===== src/rtl/smart_toilet_dosing_ctrl_pkg.sv =====
// Shared types and constants for the smart_toilet inlet dosing sequencer.
package smart_toilet_pkg;

    localparam int CNT_W_DEFAULT = 16;

    localparam int SOLN1 = 0;
    localparam int SOLN2 = 1;
    localparam int SOLN3 = 2;

    typedef enum logic [1:0] {
        IDLE  = 2'd0,
        DOSE  = 2'd1,
        FLUSH = 2'd2,
        DONE  = 2'd3
    } state_t;

endpackage


===== src/rtl/smart_toilet_dosing_ctrl_if.sv =====
// Run request / pump and valve drive bundle between the host and the dosing sequencer.
interface smart_toilet_dosing_ctrl_if
    import smart_toilet_pkg::*;
#(
    parameter int CNT_W = CNT_W_DEFAULT
) ();

    logic             start;
    logic             ready;
    logic [CNT_W-1:0] vol1;
    logic [CNT_W-1:0] vol2;
    logic [CNT_W-1:0] vol3;
    logic [CNT_W-1:0] off32;
    logic [CNT_W-1:0] off21;
    logic [CNT_W-1:0] flush_len;
    logic             abort;
    logic [2:0]       pump_step;
    logic [2:0]       valve_open;
    logic             flush_step;
    logic             flush_valve;
    logic             busy;
    logic             done;
    logic             aborted;

    modport master (
        output start, vol1, vol2, vol3, off32, off21, flush_len, abort,
        input  ready, pump_step, valve_open, flush_step, flush_valve, busy, done, aborted
    );

    modport slave (
        input  start, vol1, vol2, vol3, off32, off21, flush_len, abort,
        output ready, pump_step, valve_open, flush_step, flush_valve, busy, done, aborted
    );

endinterface


===== src/rtl/smart_toilet_dosing_ctrl_dose_channel.sv =====
// One inlet: tick-based delay down-counter, then a step down-counter that emits pump pulses.
module dose_channel #(
    parameter int CNT_W = 16
) (
    input  logic             clk,
    input  logic             rst,
    input  logic             tick,
    input  logic             load,
    input  logic [CNT_W+1:0] delay,
    input  logic [CNT_W-1:0] vol,
    output logic             step,
    output logic             valve,
    output logic             finishing
);

    logic [CNT_W+1:0] dly_cnt;
    logic [CNT_W-1:0] rem_cnt;
    logic             fire;

    assign fire = tick && (dly_cnt == '0) && (rem_cnt != '0);

    // True when this inlet has no steps left after the current tick.
    assign finishing = (rem_cnt == '0) || ((dly_cnt == '0) && (rem_cnt == CNT_W'(1)));

    always_ff @(posedge clk) begin
        if (rst) begin
            dly_cnt <= '0;
            rem_cnt <= '0;
            step    <= 1'b0;
            valve   <= 1'b0;
        end else if (load) begin
            dly_cnt <= delay;
            rem_cnt <= vol;
            step    <= 1'b0;
            valve   <= 1'b0;
        end else begin
            step <= fire;
            if (fire) begin
                rem_cnt <= rem_cnt - CNT_W'(1);
                valve   <= 1'b1;
            end else if (rem_cnt == '0) begin
                valve   <= 1'b0;
            end
            if (tick && (dly_cnt != '0)) begin
                dly_cnt <= dly_cnt - (CNT_W+2)'(1);
            end
        end
    end

endmodule


===== src/rtl/smart_toilet_dosing_ctrl.sv =====
// Staggered soln3/soln2/soln1 inlet dosing followed by an outlet flush.
//   state | meaning
//   IDLE  | waiting for start, ready=1
//   DOSE  | inlet channels stepping on divider ticks
//   FLUSH | outlet flush pump stepping for flush_len ticks
//   DONE  | one-cycle completion, done=1
module smart_toilet_dosing_ctrl
    import smart_toilet_pkg::*;
#(
    parameter int CNT_W    = CNT_W_DEFAULT,
    parameter int STEP_DIV = 8
) (
    input  logic                        clk,
    input  logic                        rst,
    smart_toilet_dosing_ctrl_if.slave   bus
);

    localparam int DIV_W = $clog2(STEP_DIV);

    state_t           state, next_state;
    logic [DIV_W-1:0] div_cnt;
    logic [CNT_W-1:0] fl_rem;
    logic             running, tick, accept, kill, chan_load;
    logic [2:0]       step, valve, fin;
    logic [CNT_W+1:0] dly_in [3];
    logic [CNT_W-1:0] vol_in [3];

    assign running   = (state == DOSE) || (state == FLUSH);
    assign tick      = running && (div_cnt == '0);
    assign accept    = (state == IDLE) && bus.start && !bus.abort;
    assign kill      = (state != IDLE) && bus.abort;
    assign chan_load = accept || kill;

    // Abort reloads every channel with zeros, which also clears its outputs.
    always_comb begin
        for (int i = 0; i < 3; i++) begin
            dly_in[i] = '0;
            vol_in[i] = '0;
        end
        if (!kill) begin
            vol_in[SOLN1] = bus.vol1;
            vol_in[SOLN2] = bus.vol2;
            vol_in[SOLN3] = bus.vol3;
            dly_in[SOLN2] = (CNT_W+2)'(bus.off32);
            dly_in[SOLN1] = (CNT_W+2)'(bus.off32) + (CNT_W+2)'(bus.off21);
        end
    end

    for (genvar g = 0; g < 3; g++) begin : g_chan
        dose_channel #(.CNT_W(CNT_W)) u_chan (
            .clk       (clk),
            .rst       (rst),
            .tick      (tick),
            .load      (chan_load),
            .delay     (dly_in[g]),
            .vol       (vol_in[g]),
            .step      (step[g]),
            .valve     (valve[g]),
            .finishing (fin[g])
        );
    end

    assign bus.pump_step  = step;
    assign bus.valve_open = valve;

    always_comb begin
        next_state = state;
        case (state)
            IDLE:    if (accept) next_state = DOSE;
            DOSE:    if (tick && (&fin)) next_state = FLUSH;
            FLUSH:   if (fl_rem == '0) next_state = DONE;
            DONE:    next_state = IDLE;
            default: next_state = IDLE;
        endcase
        if (kill) next_state = IDLE;
    end

    always_ff @(posedge clk) begin
        if (rst) begin
            state           <= IDLE;
            div_cnt         <= '0;
            fl_rem          <= '0;
            bus.flush_step  <= 1'b0;
            bus.flush_valve <= 1'b0;
            bus.busy        <= 1'b0;
            bus.done        <= 1'b0;
            bus.aborted     <= 1'b0;
            bus.ready       <= 1'b1;
        end else begin
            state <= next_state;

            if (accept) begin
                div_cnt <= DIV_W'(STEP_DIV - 1);
            end else if (kill) begin
                div_cnt <= '0;
            end else if (running) begin
                div_cnt <= (div_cnt == '0) ? DIV_W'(STEP_DIV - 1) : div_cnt - DIV_W'(1);
            end

            bus.flush_step <= 1'b0;
            if (accept) begin
                fl_rem <= bus.flush_len;
            end else if (kill) begin
                fl_rem <= '0;
            end else if ((state == FLUSH) && tick && (fl_rem != '0)) begin
                fl_rem         <= fl_rem - CNT_W'(1);
                bus.flush_step <= 1'b1;
            end

            bus.flush_valve <= (next_state == FLUSH);
            bus.busy        <= (next_state == DOSE) || (next_state == FLUSH);
            bus.done        <= (next_state == DONE);
            bus.ready       <= (next_state == IDLE);
            bus.aborted     <= kill;
        end
    end

endmodule


===== src/flat_wrapper.sv =====
// flat-port wrapper written by rule: the top's interface ports become plain ports
module smart_toilet_dosing_ctrl_flat import smart_toilet_pkg::*;
#(
    parameter int CNT_W    = CNT_W_DEFAULT,
    parameter int STEP_DIV = 8
)
  (clk, rst, bus_start, bus_vol1, bus_vol2, bus_vol3, bus_off32, bus_off21, bus_flush_len, bus_abort, bus_ready, bus_pump_step, bus_valve_open, bus_flush_step, bus_flush_valve, bus_busy, bus_done, bus_aborted);
  smart_toilet_dosing_ctrl_if #(.CNT_W(CNT_W)) bus_i ();
  input  logic clk;
  input  logic rst;
  input wire logic [$bits(bus_i.start)-1:0] bus_start;
  input wire logic [$bits(bus_i.vol1)-1:0] bus_vol1;
  input wire logic [$bits(bus_i.vol2)-1:0] bus_vol2;
  input wire logic [$bits(bus_i.vol3)-1:0] bus_vol3;
  input wire logic [$bits(bus_i.off32)-1:0] bus_off32;
  input wire logic [$bits(bus_i.off21)-1:0] bus_off21;
  input wire logic [$bits(bus_i.flush_len)-1:0] bus_flush_len;
  input wire logic [$bits(bus_i.abort)-1:0] bus_abort;
  output wire logic [$bits(bus_i.ready)-1:0] bus_ready;
  output wire logic [$bits(bus_i.pump_step)-1:0] bus_pump_step;
  output wire logic [$bits(bus_i.valve_open)-1:0] bus_valve_open;
  output wire logic [$bits(bus_i.flush_step)-1:0] bus_flush_step;
  output wire logic [$bits(bus_i.flush_valve)-1:0] bus_flush_valve;
  output wire logic [$bits(bus_i.busy)-1:0] bus_busy;
  output wire logic [$bits(bus_i.done)-1:0] bus_done;
  output wire logic [$bits(bus_i.aborted)-1:0] bus_aborted;
  assign bus_i.start = bus_start;
  assign bus_i.vol1 = bus_vol1;
  assign bus_i.vol2 = bus_vol2;
  assign bus_i.vol3 = bus_vol3;
  assign bus_i.off32 = bus_off32;
  assign bus_i.off21 = bus_off21;
  assign bus_i.flush_len = bus_flush_len;
  assign bus_i.abort = bus_abort;
  assign bus_ready = bus_i.ready;
  assign bus_pump_step = bus_i.pump_step;
  assign bus_valve_open = bus_i.valve_open;
  assign bus_flush_step = bus_i.flush_step;
  assign bus_flush_valve = bus_i.flush_valve;
  assign bus_busy = bus_i.busy;
  assign bus_done = bus_i.done;
  assign bus_aborted = bus_i.aborted;
  smart_toilet_dosing_ctrl #(.CNT_W(CNT_W), .STEP_DIV(STEP_DIV)) u_core (.clk(clk), .rst(rst), .bus(bus_i));
endmodule

===== config.mk =====
export PLATFORM = sky130hd
export DESIGN_NAME = smart_toilet_dosing_ctrl_flat
export DESIGN_NICKNAME = d
export VERILOG_FILES = /design/src/rtl/smart_toilet_dosing_ctrl_pkg.sv /design/src/rtl/smart_toilet_dosing_ctrl_if.sv /design/src/rtl/smart_toilet_dosing_ctrl_dose_channel.sv /design/src/rtl/smart_toilet_dosing_ctrl.sv /design/src/flat_wrapper.sv
export SDC_FILE = /design/constraint.sdc
export NUM_CORES = 1
export LEC_CHECK = 0
export CAP_MARGIN = 20
export CORE_ASPECT_RATIO = 2
export CORE_MARGIN = 2
export CORE_UTILIZATION = 30
export DETAILED_ROUTE_END_ITERATION = 8
export HOLD_SLACK_MARGIN = 0.08
export PLACE_DENSITY = 0.52
export SYNTH_ARGS = -nofsm -noshare
export SYNTH_HDL_FRONTEND = slang
export SYNTH_SLANG_ARGS = --single-unit

===== constraint.sdc =====
create_clock -name clk -period 5.7 [get_ports clk]
set_clock_uncertainty 0.1 [all_clocks]
set_input_delay 1.14 -clock clk [delete_from_list [all_inputs] [get_ports clk]]
set_output_delay 1.14 -clock clk [all_outputs]
set_load 0.005 [all_outputs]

Word-level counts from Yosys, hierarchy flattened
Index checks and enable logic that the tools add are counted.
{"block": "op_classes", "addsub": 9, "n_eq_ne": 9, "muxes": 31, "n_reduce_logical": 57}
{"op": "16-bit two-way mux", "count": 9}
{"op": "18-bit two-way mux", "count": 4}
{"op": "16-bit logical NOT", "count": 4}
{"op": "16-bit nonzero test", "count": 4}
{"op": "16-bit by 1-bit subtractor with 16-bit output, second input constant", "count": 4}
{"op": "18-bit logical NOT", "count": 3}
{"op": "18-bit nonzero test", "count": 3}
{"op": "18-bit by 1-bit subtractor with 18-bit output, second input constant", "count": 3}
{"op": "16-bit by 1-bit equality test with 1-bit output, second input constant", "count": 3}
{"op": "48-bit two-way mux", "count": 1}
{"op": "36-bit two-way mux", "count": 1}
{"op": "1-bit logical AND", "count": 19}
{"op": "2-bit nonzero test", "count": 9}
{"op": "16-bit by 16-bit adder with 17-bit output", "count": 1}
{"op": "3-bit two-way mux", "count": 4}
{"op": "2-bit equality test, second input constant", "count": 4}
{"op": "2-bit two-way mux", "count": 4}
{"op": "2-bit case mux with 4 select lines", "count": 1}
{"op": "1-bit two-way mux", "count": 7}
{"op": "1-bit logical OR", "count": 6}
{"op": "3-bit nonzero test", "count": 2}
{"op": "2-bit by 1-bit equality test with 1-bit output, second input constant", "count": 2}
{"op": "2-bit logical NOT", "count": 2}
{"op": "3-bit logical NOT", "count": 1}
{"op": "5 further kinds", "count": 5}
{"block": "totals", "regBits": 135, "in_bits": 100, "out_inout_bits": 12, "wordCells": 127}

Depth between registers and ports, before layout
{"block": "depth", "word_depth": 10, "ltp_mapped": 12, "ltp_nobuf": 10}

Hierarchy
Synthesis repeated with hierarchy kept, for this count alone.
{"block": "unflattened", "hier_cells": 1155, "area_unflattened_um2": 9201.3}
{"mod": "dose_channel", "instances": 3, "cells_each": 257, "area_per_inst_um2": 2119.5, "seq_area_each_um2": 720.7}
{"mod": "smart_toilet_dosing_ctrl", "instances": 1, "cells_each": 384, "area_per_inst_um2": 2842.7, "seq_area_each_um2": 540.5}

Least setup slack after synthesis
Ideal clock, no wire load.
{"block": "synth_timing", "kind": "input-to-reg", "startpoint": "in bus_abort", "endpoint": "reg u_core.bus.ready", "t_arrival_ns": 2.883, "required_time_ns": 5.477, "path_slack_ns": 2.594, "stages": 9, "path_cell_list": "nor2b_1 -> clkbuf_1 -> nor2_1 -> clkbuf_1 -> clkbuf_1 -> nand2_1 -> or2_1 -> ha_1 -> or2_2"}
{"block": "synth_via", "elab_chain_len": 6, "elab_cells_between_ends": 7, "classes_between": "mux: 3; reduce/logical: 4"}
{"element": "from (decl)", "line_no": "flat_wrapper.sv:18", "rtl": "input wire logic [$bits(bus_i.abort)-1:0] bus_abort;"}
{"element": "1-bit logical NOT", "line_no": "smart_toilet_dosing_ctrl.sv:30", "rtl": "assign accept = (state == IDLE) && bus.start && !bus.abort;"}
{"element": "1-bit logical AND", "line_no": "smart_toilet_dosing_ctrl.sv:30"}
{"element": "2-bit two-way mux", "line_no": "smart_toilet_dosing_ctrl.sv:69", "rtl": "IDLE: if (accept) next_state = DOSE;"}
{"element": "2-bit case mux with 4 select lines", "line_no": "smart_toilet_dosing_ctrl.sv:68", "rtl": "case (state)"}
{"element": "2-bit two-way mux (*)", "line_no": "smart_toilet_dosing_ctrl.sv:75", "rtl": "if (kill) next_state = IDLE;"}
{"element": "2-bit logical NOT (*)", "line_no": "smart_toilet_dosing_ctrl.sv:113", "rtl": "bus.ready <= (next_state == IDLE);"}
{"element": "to (signal assigned)", "line_no": "smart_toilet_dosing_ctrl.sv:113"}
{"element": "to (decl)", "line_no": "smart_toilet_dosing_ctrl_if.sv:32", "rtl": "output ready, pump_step, valve_open, flush_step, flush_valve, busy, done, aborted"}
Mark *: on every way between the ends. The rest lies on a longest branch, timed or not.
A chain may end at the register's enable or synchronous reset.

Worst setup path after layout
{"block": "layout_timing", "startpoint": "reg u_core.state[0]", "endpoint": "reg u_core.g_chan[1].u_chan.dly_cnt[17]"}
{"block": "layout_via", "elab_chain_len": 5, "elab_cells_between_ends": 13, "classes_between": "eq/ne: 2; mux: 1; reduce/logical: 10"}
{"element": "from (decl)", "line_no": "smart_toilet_dosing_ctrl.sv:20", "rtl": "state_t state, next_state;"}
{"element": "from (signal assigned)", "line_no": "smart_toilet_dosing_ctrl.sv:90", "rtl": "state <= next_state;"}
{"element": "2-bit by 1-bit equality test with 1-bit output, or another cell as far along", "line_no": "smart_toilet_dosing_ctrl.sv:28", "rtl": "assign running = (state == DOSE) || (state == FLUSH);"}
{"element": "1-bit logical OR / 1-bit logical AND (equally long branches)", "line_no": "smart_toilet_dosing_ctrl.sv:28, smart_toilet_dosing_ctrl.sv:30"}
{"element": "1-bit logical AND, on equally long branches", "line_no": "smart_toilet_dosing_ctrl.sv:29, smart_toilet_dosing_ctrl.sv:30"}
{"element": "1-bit logical AND / 1-bit logical OR (equally long branches)", "line_no": "smart_toilet_dosing_ctrl_dose_channel.sv:44, smart_toilet_dosing_ctrl.sv:32"}
{"element": "2-bit nonzero test (no source line) / 18-bit two-way mux (equally long branches)"}
{"element": "to (signal assigned)", "line_no": "smart_toilet_dosing_ctrl_dose_channel.sv:32", "rtl": "dly_cnt <= delay;"}
{"element": "to (signal assigned)", "line_no": "smart_toilet_dosing_ctrl_dose_channel.sv:45", "rtl": "dly_cnt <= dly_cnt - (CNT_W+2)'(1);"}
{"element": "to (decl)", "line_no": "smart_toilet_dosing_ctrl_dose_channel.sv:16", "rtl": "logic [CNT_W+1:0] dly_cnt;"}
Parallel ways exist; a longest one is shown, timed or not.

==> results.cfg <==
[timing]
min_period_over_period_pct = 66.0
hold_viol = 0
finalSetupViolations = 0
max_freq_ghz = 0.266
rsz0062_at_grt = false
relSlewSlack_pct = 22.9
maxSlewViolCount = 0
worst_slew_pin_slew_ns = 1.15
tns_ns = 0
setup_ws_ns = 1.94
holdWs_ns = 0.369
fin_crit_ns = 3.76

[cells_and_area]
layout-drive-gt1-share_pct = 6.90
final_util_pct = 38.1
fin_area_um2 = 10500
layout.cells.non_filler = 1526
mostFrequentLayoutCells = 135 x dfxtp_1, 110 x clkdlybuf4s50_1, 92 x nand2_1
area_growth_pct = 25.0
layout_commonest_cell = dfxtp_1
nNetsFinal = 1300
insertedDiodeCount = 0

[critical_path]
cp.arrival_ns = 3.96
crit_type = reg -> reg
path_max_fanout = 12
reg2regPathDepth = 8
startpoint_type = flop
end_kind = flop
critPathRequiredTime_ns = 5.89

[power]
switching_share_pct = 34.2
p_clk_share_pct = 36.6
intPower_mw = 2.28
power_frac_comb_pct = 30.9
ir_drop_mv = 0.217
p_sw_mw = 1.18
pwr-share-seq_pct = 32.5
power_density_nw_per_um2 = 330
leakage_nw = 3.87
power_mw = 3.46

[clocking]
numCtsBuffers = 17
cts_hold_buf = 0
cts-root-buf = clkbuf_16
tritoncts = done
clockBufferDepth = 2
h-tree-depth = 4
cts.clk_slew.worst_paths_ns = 0.06
cts_sinks = 135
clk_latency_ns = 0.43
cts_resized = 0
post_cts_buffers = 0

[drt]
wl_per_cell_um = 19.0
ant_nets = 0
drc = 0
routed_wl_mm = 29.0
vias = 8483
drt_iter0_drc = 524
drt_pass1_iterations = 5
via_per_inst = 5.56

[synth]
async_reset_ff_share_pct = 0
synth_nets = 1213
ys.flop_type = dfxtp_1
synthAdderAreaFrac_pct = 5.90
postSynthCellCount = 1074
synth-compound-area-share_pct = 24.3
synth_area_leader_cell = dfxtp_1
synth_top_family_by_area = simple AND/OR/NAND/NOR gates
synthTopCellsByArea = dfxtp_1 32%, ha_1 5.7%, a21oi_1 5.2%
synth_top_area_share_pct = 32.2
syn-mean-instance-area_um2 = 7.82
yosys_register_bits = 135
ys_types = 77
synth_edf_count = 0
synth-xor-area-share_pct = 6.05
syn_area_um2 = 8390
ys_warn_count = 0
synthMuxAreaShare_pct = 0.238
synth-seq-area-share_pct = 32.2
synthSimpleGateAreaFrac_pct = 26.9

[floorplan]
core_um2 = 27500
die_width_um = 122
io_pins = 112
start_util_pct = 30.5
fp.dieH_um = 241
dieArea_um2 = 29400
rows = 86

[grt]
grt_pass1_vias = 8592
overflow = 0
grt.total_usage_pct = 20.0
grt_pass1_wl_mm = 45.3
grt_max_degree = 49
antenna_found_initial = 0

[placement]
preCtsSetupSlack_ns = 1.61
place_area_um2 = 9830
dp_hpwl_mm = 21.6
dp.cells = 1494
place_congestion = 0.887
port_buffers = 111

[min_path]
whs_path_depth = 2
hold_class = reg -> reg

[status]
status = finished, final reports clean

[flow_run]
drv_cap = 0
[power by group through the flow]
stage	clock (mW)	sequential (mW)	combinational [mW]
final	1.26	1.13	1.07
after global routing	1.33	1.14	1.19
after CTS	1.30	1.12	1.07
after detailed placement	0	1.14	1.06
after global placement	0	1.14	1.06
after floorplan	0	1.12	0.744
[per-layer routing]
| metal | global-route usage (%) | part of all wire [%] | vias to the layer above |
|---|---|---|---|
| li1 | - | - | 4167 |
| met1 | 20.2 | 37 | 4029 |
| met2 | 38.0 | 55 | 222 |
| met3 | 3.64 | 3.7 | 65 |
| met4 | 10.7 | 4.2 | 0 |
| met5 | 0 | 0 | - |
[final cells by class]
| class | count | area (um2) |
|---|---|---|
| fill | 2897 | 17100 |
| multi-input combinational | 850 | 5340 |
| sequential | 135 | 2700 |
| timing repair buffer | 128 | 1230 |
| clock buffer | 20 | 457 |
| tap | 352 | 440 |
| clock inverter | 12 | 210 |
| inverter | 29 | 109 |
[kinds of logic (layout without fill, tap and decap cells)]
logic type               count (synthesis)  count (layout)
flip-flops                             135             135
multiplexers                             2               2
AO/OA/AOI/OAI                          312             312
XOR/XNOR                                58              58
adder cells (fa/ha/maj)                 39              39
AND/OR/NAND/NOR                        439             439
buffers and inverters                   89             189
[cells in the mapped netlist (4+ instances only)]
library cell and count:
nand4_1 14, nand3_1 29, nand2_1 93, buf_2 4, nor4_1 39, nor2b_1 7, o31ai_1 8, a221oi_1 5
buf_4 6, nor2_1 95, or4_4 5, and2_1 10, nand3b_1 4, xor2_1 29, a41oi_1 9, dfxtp_1 135
a21o_1 21, a32o_1 4, ha_1 38, a21oi_1 88, o211ai_1 7, a31o_2 5, inv_1 29, nor3b_1 6
or2_2 5, a211oi_1 29, o21ai_0 56, xnor2_1 29, or3_1 20, and3_1 7, or4_1 5, nand2b_1 8
clkbuf_1 47, a22o_1 6, nor3_1 76, a31oi_1 20, a22oi_1 13, o21a_1 7
[path summary, 6_finish.rpt]
kind,startpoint,endpoint,slack (ns)
worst min register to register,u_core.g_chan[0].u_chan.dly_cnt[8]$_SDFFE_PP0P_,u_core.g_chan[0].u_chan.dly_cnt[8]$_SDFFE_PP0P_,0.37
worst max register to register,u_core.state[0]$_SDFF_PP0_,u_core.g_chan[1].u_chan.dly_cnt[17]$_SDFFE_PP0P_,1.94
worst min-delay path,u_core.g_chan[0].u_chan.dly_cnt[8]$_SDFFE_PP0P_,u_core.g_chan[0].u_chan.dly_cnt[8]$_SDFFE_PP0P_,0.37
worst max-delay path,u_core.state[0]$_SDFF_PP0_,u_core.g_chan[1].u_chan.dly_cnt[17]$_SDFFE_PP0P_,1.94
[critical path, stage by stage (launching register included)]
cell       delay [ns]
dfxtp_1          0.40
inv_1            0.11
ha_1             0.44
inv_1            0.09
nor2_1           0.89
o21ai_0          0.63
a2111oi_0        0.74
xnor2_1          0.19
nor2_1           0.05
[registers in the layout, summed over array words and instances, names as in the netlist]
register,cells
u_core.bus.busy,1
u_core.g_chan.u_chan.step,3
u_core.div_cnt,3
u_core.bus.flush_valve,1
u_core.bus.done,1
u_core.g_chan.u_chan.valve,3
u_core.g_chan.u_chan.rem_cnt,48
u_core.bus.flush_step,1
u_core.state,2
u_core.bus.aborted,1
u_core.bus.ready,1
u_core.fl_rem,16
u_core.g_chan.u_chan.dly_cnt,54
(Power assumes the default switching activity.)
